--- config.mk ---
export PLATFORM = sky130hd
export DESIGN_NAME = gmii_rx_interface
export DESIGN_NICKNAME = d
export VERILOG_FILES = /design/src/rtl/gmii_rx_interface.sv
export SDC_FILE = /design/constraint.sdc
export NUM_CORES = 1
export LEC_CHECK = 0
export CAP_MARGIN = 20
export CORE_MARGIN = 2
export CORE_UTILIZATION = 50
export CTS_BUF_LIST = sky130_fd_sc_hd__clkbuf_4
export DETAILED_ROUTE_END_ITERATION = 10
export PLACE_DENSITY_LB_ADDON = 0.3
export SYNTH_ARGS = -nofsm -noshare
export SYNTH_HDL_FRONTEND = slang
export SYNTH_SLANG_ARGS = --single-unit
--- constraint.sdc ---
create_clock -name clk -period 2.13 [get_ports clk]
set_input_delay 0.426 -clock clk [delete_from_list [all_inputs] [get_ports clk]]
set_output_delay 0.426 -clock clk [all_outputs]
set_load 0.03 [all_outputs]
--- src/rtl/gmii_rx_interface.sv ---
// rtl/gmii_rx_interface.sv - GMII receive front end: strips preamble/SFD, streams frame bytes to a FIFO, reports count via ready/ack
module gmii_rx_interface #(
    parameter int MAX_LEN      = 1518,
    parameter int MIN_PREAMBLE = 1
) (
    input  logic        clk,
    input  logic        rst_n,
    input  logic [7:0]  gmii_rx_data,
    input  logic        gmii_rx_dv,
    input  logic        gmii_rx_er,
    input  logic        fifo_full,
    output logic        fifo_wr,
    output logic [7:0]  fifo_data,
    output logic [10:0] word_count,
    output logic        frame_error,
    output logic        word_count_ready,
    input  logic        word_count_ack,
    output logic [7:0]  drop_count
);

    typedef enum logic [2:0] {
        S_IDLE,
        S_PREAMBLE,
        S_BODY,
        S_REPORT,
        S_DROP
    } state_t;

    localparam logic [10:0] MAX_CNT = 11'(MAX_LEN);
    localparam logic [2:0]  MIN_PRE = 3'(MIN_PREAMBLE);

    state_t      state;
    logic [7:0]  d_r;
    logic        dv_r;
    logic        er_r;
    logic [2:0]  ack_sync;
    logic [2:0]  pre_cnt;
    logic [10:0] byte_cnt;
    logic        err;
    logic        busy;

    // A report is still outstanding until the synchronized ack has also dropped.
    assign busy = word_count_ready | ack_sync[2];

    always_ff @(posedge clk or negedge rst_n) begin
        if (!rst_n) begin
            state            <= S_IDLE;
            d_r              <= 8'h00;
            dv_r             <= 1'b0;
            er_r             <= 1'b0;
            ack_sync         <= 3'b000;
            pre_cnt          <= 3'd0;
            byte_cnt         <= 11'd0;
            err              <= 1'b0;
            fifo_wr          <= 1'b0;
            fifo_data        <= 8'h00;
            word_count       <= 11'd0;
            frame_error      <= 1'b0;
            word_count_ready <= 1'b0;
            drop_count       <= 8'h00;
        end else begin
            d_r      <= gmii_rx_data;
            dv_r     <= gmii_rx_dv;
            er_r     <= gmii_rx_er;
            ack_sync <= {ack_sync[1:0], word_count_ack};
            fifo_wr  <= 1'b0;

            if (ack_sync[2]) begin
                word_count_ready <= 1'b0;
            end

            case (state)
                S_IDLE: begin
                    if (dv_r) begin
                        if (busy) begin
                            state <= S_DROP;
                            if (drop_count != 8'hFF) begin
                                drop_count <= drop_count + 8'd1;
                            end
                        end else if (d_r == 8'h55) begin
                            state   <= S_PREAMBLE;
                            pre_cnt <= 3'd1;
                        end else begin
                            state <= S_DROP;
                        end
                    end
                end

                S_PREAMBLE: begin
                    if (dv_r && !er_r && d_r == 8'h55) begin
                        if (pre_cnt != 3'd7) begin
                            pre_cnt <= pre_cnt + 3'd1;
                        end
                    end else if (dv_r && !er_r && d_r == 8'hD5 && pre_cnt >= MIN_PRE) begin
                        state    <= S_BODY;
                        byte_cnt <= 11'd0;
                        err      <= 1'b0;
                    end else begin
                        state <= dv_r ? S_DROP : S_IDLE;
                    end
                end

                S_BODY: begin
                    if (!dv_r) begin
                        state <= S_REPORT;
                    end else begin
                        if (er_r) begin
                            err <= 1'b1;
                        end
                        // Discarded bytes (FIFO full or overlength) mark the frame bad.
                        if (fifo_full || byte_cnt == MAX_CNT) begin
                            err <= 1'b1;
                        end else begin
                            fifo_wr   <= 1'b1;
                            fifo_data <= d_r;
                            byte_cnt  <= byte_cnt + 11'd1;
                        end
                    end
                end

                S_REPORT: begin
                    if (byte_cnt != 11'd0) begin
                        word_count       <= byte_cnt;
                        frame_error      <= err;
                        word_count_ready <= 1'b1;
                    end
                    state <= S_IDLE;
                end

                S_DROP: begin
                    if (!dv_r) begin
                        state <= S_IDLE;
                    end
                end

                default: state <= S_IDLE;
            endcase
        end
    end

endmodule

Word-level counts from Yosys, hierarchy flattened
Cells that the tools add are included. Widths: inputs -> output; s select.

Bits of input ports: 14. Word-level logic and storage cells: 90. Output and inout bits: 30. Flip-flop bits (word level): 61.

Magnitude comparators: 1. Equal/unequal tests: 21. Add/sub/neg operators: 3. Reductions and logical operators: 17. Bitwise gates (word level): 2. Muxes and demuxes: 32.

Operators by type and width (count): $mux 11 (4); $mux 3 (13); $ne 2x2->1 const B (11); $pmux 11 s2 (1); $pmux 3 s4 (1); $add 11x1->11 const B (1); $eq 11x11->1 const B (1); $mux 1 (11); $reduce_bool 11->1 (1); $reduce_and 5->1 (2); $add 8x1->8 const B (1); $eq 8x7->1 const B (1); $eq 8x8->1 const B (1); $ne 8x8->1 const B (1); $reduce_and 4->1 (2); $eq 3x2->1 const B (2); $ne 3x3->1 const B (2); $pmux 3 s2 (1); $reduce_and 6->1 (1); $logic_and 1x1->1 (4); $reduce_bool 2->1 (2); $add 3x1->3 const B (1); $eq 3x1->1 const B (1); $eq 3x3->1 const B (1); 9 further kinds (9).

Longest topological paths before layout
Word-level depth: 7. Mapped depth: 8. Mapped depth without buffers: 8.

Worst setup path after synthesis
OpenSTA, ideal clock, no wires.

Kind: reg2reg. Start point: register byte_cnt[0]. End point: register byte_cnt[5]. Cell stages (with the launch flop): 9. Path buffers: 0. Arrival time: 1.908 ns. Library setup time: 0.121 ns. Period minus slack after synthesis: 2.030 ns. Setup slack: 0.100 ns. Cell sequence: dfrtp_1 -> inv_1 -> ha_1 -> nor4bb_1 -> a311o_2 -> inv_1 -> a21oi_2 -> nor3_1 -> o22a_1.

Cells in the longest elaborated chain, start to end: 4.

RTL lines: start, declared (RTL line 38) `logic [10:0] byte_cnt;`; start signal, assigned (RTL line 116) `byte_cnt <= byte_cnt + 11'd1;`; $add 11x1->11 or $eq 11x11->1 (tied branches) (RTL line 116, 111); $mux 11 or $logic_or 1x1->1 (tied branches) (RTL line 111) `if (fifo_full || byte_cnt == MAX_CNT) begin`; $mux 11 or $ne 2x2->1 (tied branches); $pmux 11 s2 or $reduce_and 5->1 (tied branches).

Several ways; a longest one is shown, not always the timed one. The select of a mux whose other input is x is not followed. A chain may end at the register's enable or synchronous reset.

Final worst setup path
Start point: register er_r. End point: register pre_cnt[0].

Cells in the longest elaborated chain, start to end: 5.

RTL lines: start, declared (RTL line 35) `logic er_r;`; start signal, assigned (RTL line 64) `er_r <= gmii_rx_er;`; $logic_not 1->1 (RTL line 90) `if (dv_r && !er_r && d_r == 8'h55) begin`; $logic_and 1x1->1 (2 in series) (RTL line 90); $ne 2x2->1 (no line); $reduce_and 6->1 (no line); end signal, assigned (RTL line 92) `pre_cnt <= pre_cnt + 3'd1;`; end, declared (RTL line 37) `logic [2:0] pre_cnt;`.

No other way between the ends.

==> impl_table.tex <==
\begin{tabular}{lr}
\hline
Metric & Value \\
\hline
\multicolumn{2}{l}{\textbf{Run status}} \\
\quad Outcome & finished clean \\
\multicolumn{2}{l}{\textbf{Pwr}} \\
\quad Peak supply drop & 0.000554 V \\
\quad Post-route total power & 2490 uW \\
\quad Power per cell area & 723 nW/um\^{}2 \\
\quad P\_leak & 0.00159 uW \\
\multicolumn{2}{l}{\textbf{Global route}} \\
\quad Overall global routing resource usage & 20.2\% \\
\quad Via count of the first global-routing pass & 2057 \\
\quad First-pass GRT wire length & 9.34 mm \\
\quad Maximum number of pins on one net before global-route repair & 25 \\
\quad Number of antenna violations at the first check in global routing & 0 \\
\quad Global route overflow & 0 \\
\multicolumn{2}{l}{\textbf{Synth}} \\
\quad Synth Register Bits & 61 \\
\quad Top FF cell, synth & dfrtp\_1 \\
\quad Count of flip-flops with a built-in enable after synthesis & 0 \\
\quad Share of async-settable or async-resettable flops after synthesis & 100\% \\
\quad Mapped Nets & 255 \\
\quad Count of unique library cells instantiated by Yosys & 47 \\
\quad Post-synthesis cell type with the largest combined area & dfrtp\_1 \\
\quad Sequential share of the synthesized area & 57.0\% \\
\quad Synth Warn \# & 0 \\
\quad Dominant cell by count in the synthesized netlist & dfrtp\_1 \\
\quad Synth area leaders & dfrtp\_1 (57\%), nand2\_1 (5.9\%), mux2\_2 (5.5\%), ha\_1 (3.3\%), o21ai\_0 (2.6\%) \\
\quad Cell types with the highest counts after synthesis & dfrtp\_1 (61), nand2\_1 (42), o21ai\_0 (14) \\
\quad Syn Inst Count & 234 \\
\quad Share of Yosys cell area claimed by the top area cell type & 57.0\% \\
\quad Mean instance size in the synthesized netlist & 11.5 um\^{}2 \\
\quad Cell area after technology mapping & 2680 um\^{}2 \\
\multicolumn{2}{l}{\textbf{Drt}} \\
\quad Total iterations of the first detailed-routing run & 4 \\
\quad Post-DRT Antenna Nets & 0 \\
\quad Avg WL per Cell & 14.2 um \\
\quad Via count & 2018 \\
\quad Iteration-0 DRC count of the detailed router & 206 \\
\quad Final Routed Wirelength & 5.27 mm \\
\quad Via count normalized by instance count & 5.44 \\
\quad Total DRC errors in the routed layout & 0 \\
\multicolumn{2}{l}{\textbf{Cells and area}} \\
\quad Ratio of cells with drive above 1 in the final layout & 17.9\% \\
\quad Area growth from synthesis to layout & 28.4\% \\
\quad Footprint of the multi-input gates & 1110 um\^{}2 \\
\quad Fillers & 414 \\
\quad Diodes inserted & 0 \\
\quad Filler-free cell count of the finished design & 371 \\
\quad Layout Nets & 317 \\
\quad Sequential Area & 1530 um\^{}2 \\
\multicolumn{2}{l}{\textbf{Worst setup path}} \\
\quad Required time of the worst setup path & 2.42 ns \\
\quad Type of the worst setup path & reg2reg \\
\quad Number of buffer and inverter stages on the critical path & 0 \\
\quad Crit path max fanout & 3 \\
\quad Slowest stage cell on the critical path & or4b\_4 \\
\quad Cells along the critical path & or4b\_4, nor2\_4, a31oi\_2, a2111oi\_4, mux2\_4 \\
\quad Type of element capturing the critical path & flop \\
\quad Kind of cell adding the most delay to the critical path & simple AND/OR/NAND/NOR gates \\
\quad Slowest Stage Delay on Critical Path & 0.56 ns \\
\quad Data arrival, critical path & 2.31 ns \\
\quad Critical Path Source Type & flop \\
\multicolumn{2}{l}{\textbf{Timing}} \\
\quad Post-route fraction of the period consumed by the critical path & 94.6\% \\
\quad Number of failing hold endpoints at the final stage & 0 \\
\quad Worst Max-Slew Pin Slew & 0.660 ns \\
\quad RSZ-0062 raised after global routing & no \\
\quad Clock skew after layout & 0.0156 ns \\
\quad Timing-limited maximum frequency & 496 MHz \\
\quad Max-slew headroom & 56.0\% \\
\quad Final hold slack & 0.347 ns \\
\quad Setup TNS Final & 0 ns \\
\quad Final slew viol count & 0 \\
\quad Crit path setup slack, layout & 0.114 ns \\
\quad Min Clock Period, post-route & 2.02 ns \\
\quad Setup Viol. Count Final & 0 \\
\multicolumn{2}{l}{\textbf{CTS}} \\
\quad Number of clock buffers inserted by TritonCTS & 9 \\
\quad Clock slew at the register clock pins of the worst setup and hold paths & 0.10 ns \\
\quad Maximum number of buffers from clock root to sink & 2 \\
\quad Clock latency of the later-clocked register in the worst-skew pair & 0.41 ns \\
\quad CTS Root Buffer Type & clkbuf\_4 \\
\quad Total number of H-tree levels & 3 \\
\quad Clock sink total & 61 \\
\quad Post-CTS Setup Inserts & 0 \\
\quad CTS tree & built \\
\multicolumn{2}{l}{\textbf{Place}} \\
\quad Weighted congestion at the end of routability-driven global placement & 0.868 \\
\quad Total half-perimeter wirelength after legalization and detailed placement & 3.79 mm \\
\quad Port buffer count & 43 \\
\quad Setup WS pre-CTS & -0.00658 ns \\
\quad Cell count after placement & 354 \\
\multicolumn{2}{l}{\textbf{Floorplanning}} \\
\quad IO Pins & 44 \\
\quad Initial Util & 52.1\% \\
\quad Vertical die dimension & 77.2 um \\
\quad Die X & 77.2 um \\
\quad Die outline area & 5960 um\^{}2 \\
\quad Area of the core & 5140 um\^{}2 \\
\quad Standard-cell rows & 26 \\
\multicolumn{2}{l}{\textbf{Job}} \\
\quad Max-cap violations & 0 \\
\multicolumn{2}{l}{\textbf{Min path}} \\
\quad Path class of the lowest-slack min-delay path & reg2reg \\
\hline
\end{tabular}
cells by family after synthesis:
family                   after synthesis  synth area share [%]
buffers and inverters                 13                  1.96
AO/OA/AOI/OAI                         39                  10.4
multiplexers                          16                  6.77
flip-flops                            61                  57.0
AND/OR/NAND/NOR                       91                  18.4
XOR/XNOR                               7                  2.29
adder cells (fa/ha/maj)                7                  3.27
registers in the layout (all words and copies together), names as in the netlist, 3 cells and up:
signal and count:
d_r 8, fifo_data 8, byte_cnt 11, word_count 11, ack_sync 3, pre_cnt 3
drop_count 8, state 3
cell type report:
class	instances	area share, %
Clock buffer	10	2.18
Clock inverter	6	2.25
Inverter	7	0.764
Multi-Input combinational cell	160	32.4
Sequential cell	61	44.4
Tap cell	70	2.55
Timing Repair Buffer	57	15.5
power breakdown:
group	internal [uW]	switching [uW]	total [uW]
sequential	1220	69.3	1290
combinational	152	169	321
clock	478	400	878
path summary, 6_finish.rpt:
path                        startpoint      endpoint  cells after the start  slack, ns
hold reg to reg            ack_sync[0]   ack_sync[1]                      0       0.35
max in group asynchronous        rst_n   byte_cnt[8]                      3       0.96
setup / recovery                  er_r    pre_cnt[0]                      5       0.11
hold / removal             ack_sync[0]   ack_sync[1]                      0       0.35
min in group asynchronous        rst_n  byte_cnt[10]                      2       0.51
setup reg to reg                  er_r    pre_cnt[0]                      5       0.11
what timing repair did:
| item | CTS | global route |
|---|---|---|
| setup endpoints to repair | 0 | 5 |
| hold buffers | 1 | 0 |
| gates resized for setup | 0 | 2 |
| endpoints found under the hold margin | 22 | 0 |
metal layers:
layer,global-route usage (%),wire length [um],vias up
met4,12.5,134,0
met5,0,0,-
met1,25.1,2250,973
met2,31.7,2590,72
met3,4.82,291,16
li1,-,-,957
metrics by stage:
step / instance area (um^2) / utilization (%)
6_report: 3440 / 66.9
5_1_grt: 3440 / 66.9
4_1_cts: 3430 / 66.7
3_5_place_dp: 3260 / 63.5
3_3_place_gp: 3260 / 63.5
2_1_floorplan: 2680 / -
placed cells by master (no fill, tap or decap), types with 3 or more instances in the layout:
| cell type | netlist | final |
|---|---|---|
| xnor2_1 | 6 | 6 |
| o21ai_0 | 14 | 14 |
| nor2_1 | 5 | 5 |
| a21oi_1 | 7 | 7 |
| and3_1 | 9 | 9 |
| inv_1 | 7 | 7 |
| nand3_1 | 6 | 6 |
| clkbuf_4 | 0 | 10 |
| nor3_1 | 3 | 3 |
| ha_1 | 7 | 7 |
| clkdlybuf4s50_1 | 0 | 42 |
| nand2_1 | 42 | 42 |
| buf_4 | 0 | 13 |
| nand4_1 | 5 | 5 |
| nor4_1 | 5 | 4 |
| dfrtp_1 | 61 | 61 |
| mux2_2 | 13 | 13 |
Note: power is estimated with default switching activity, not from simulation.
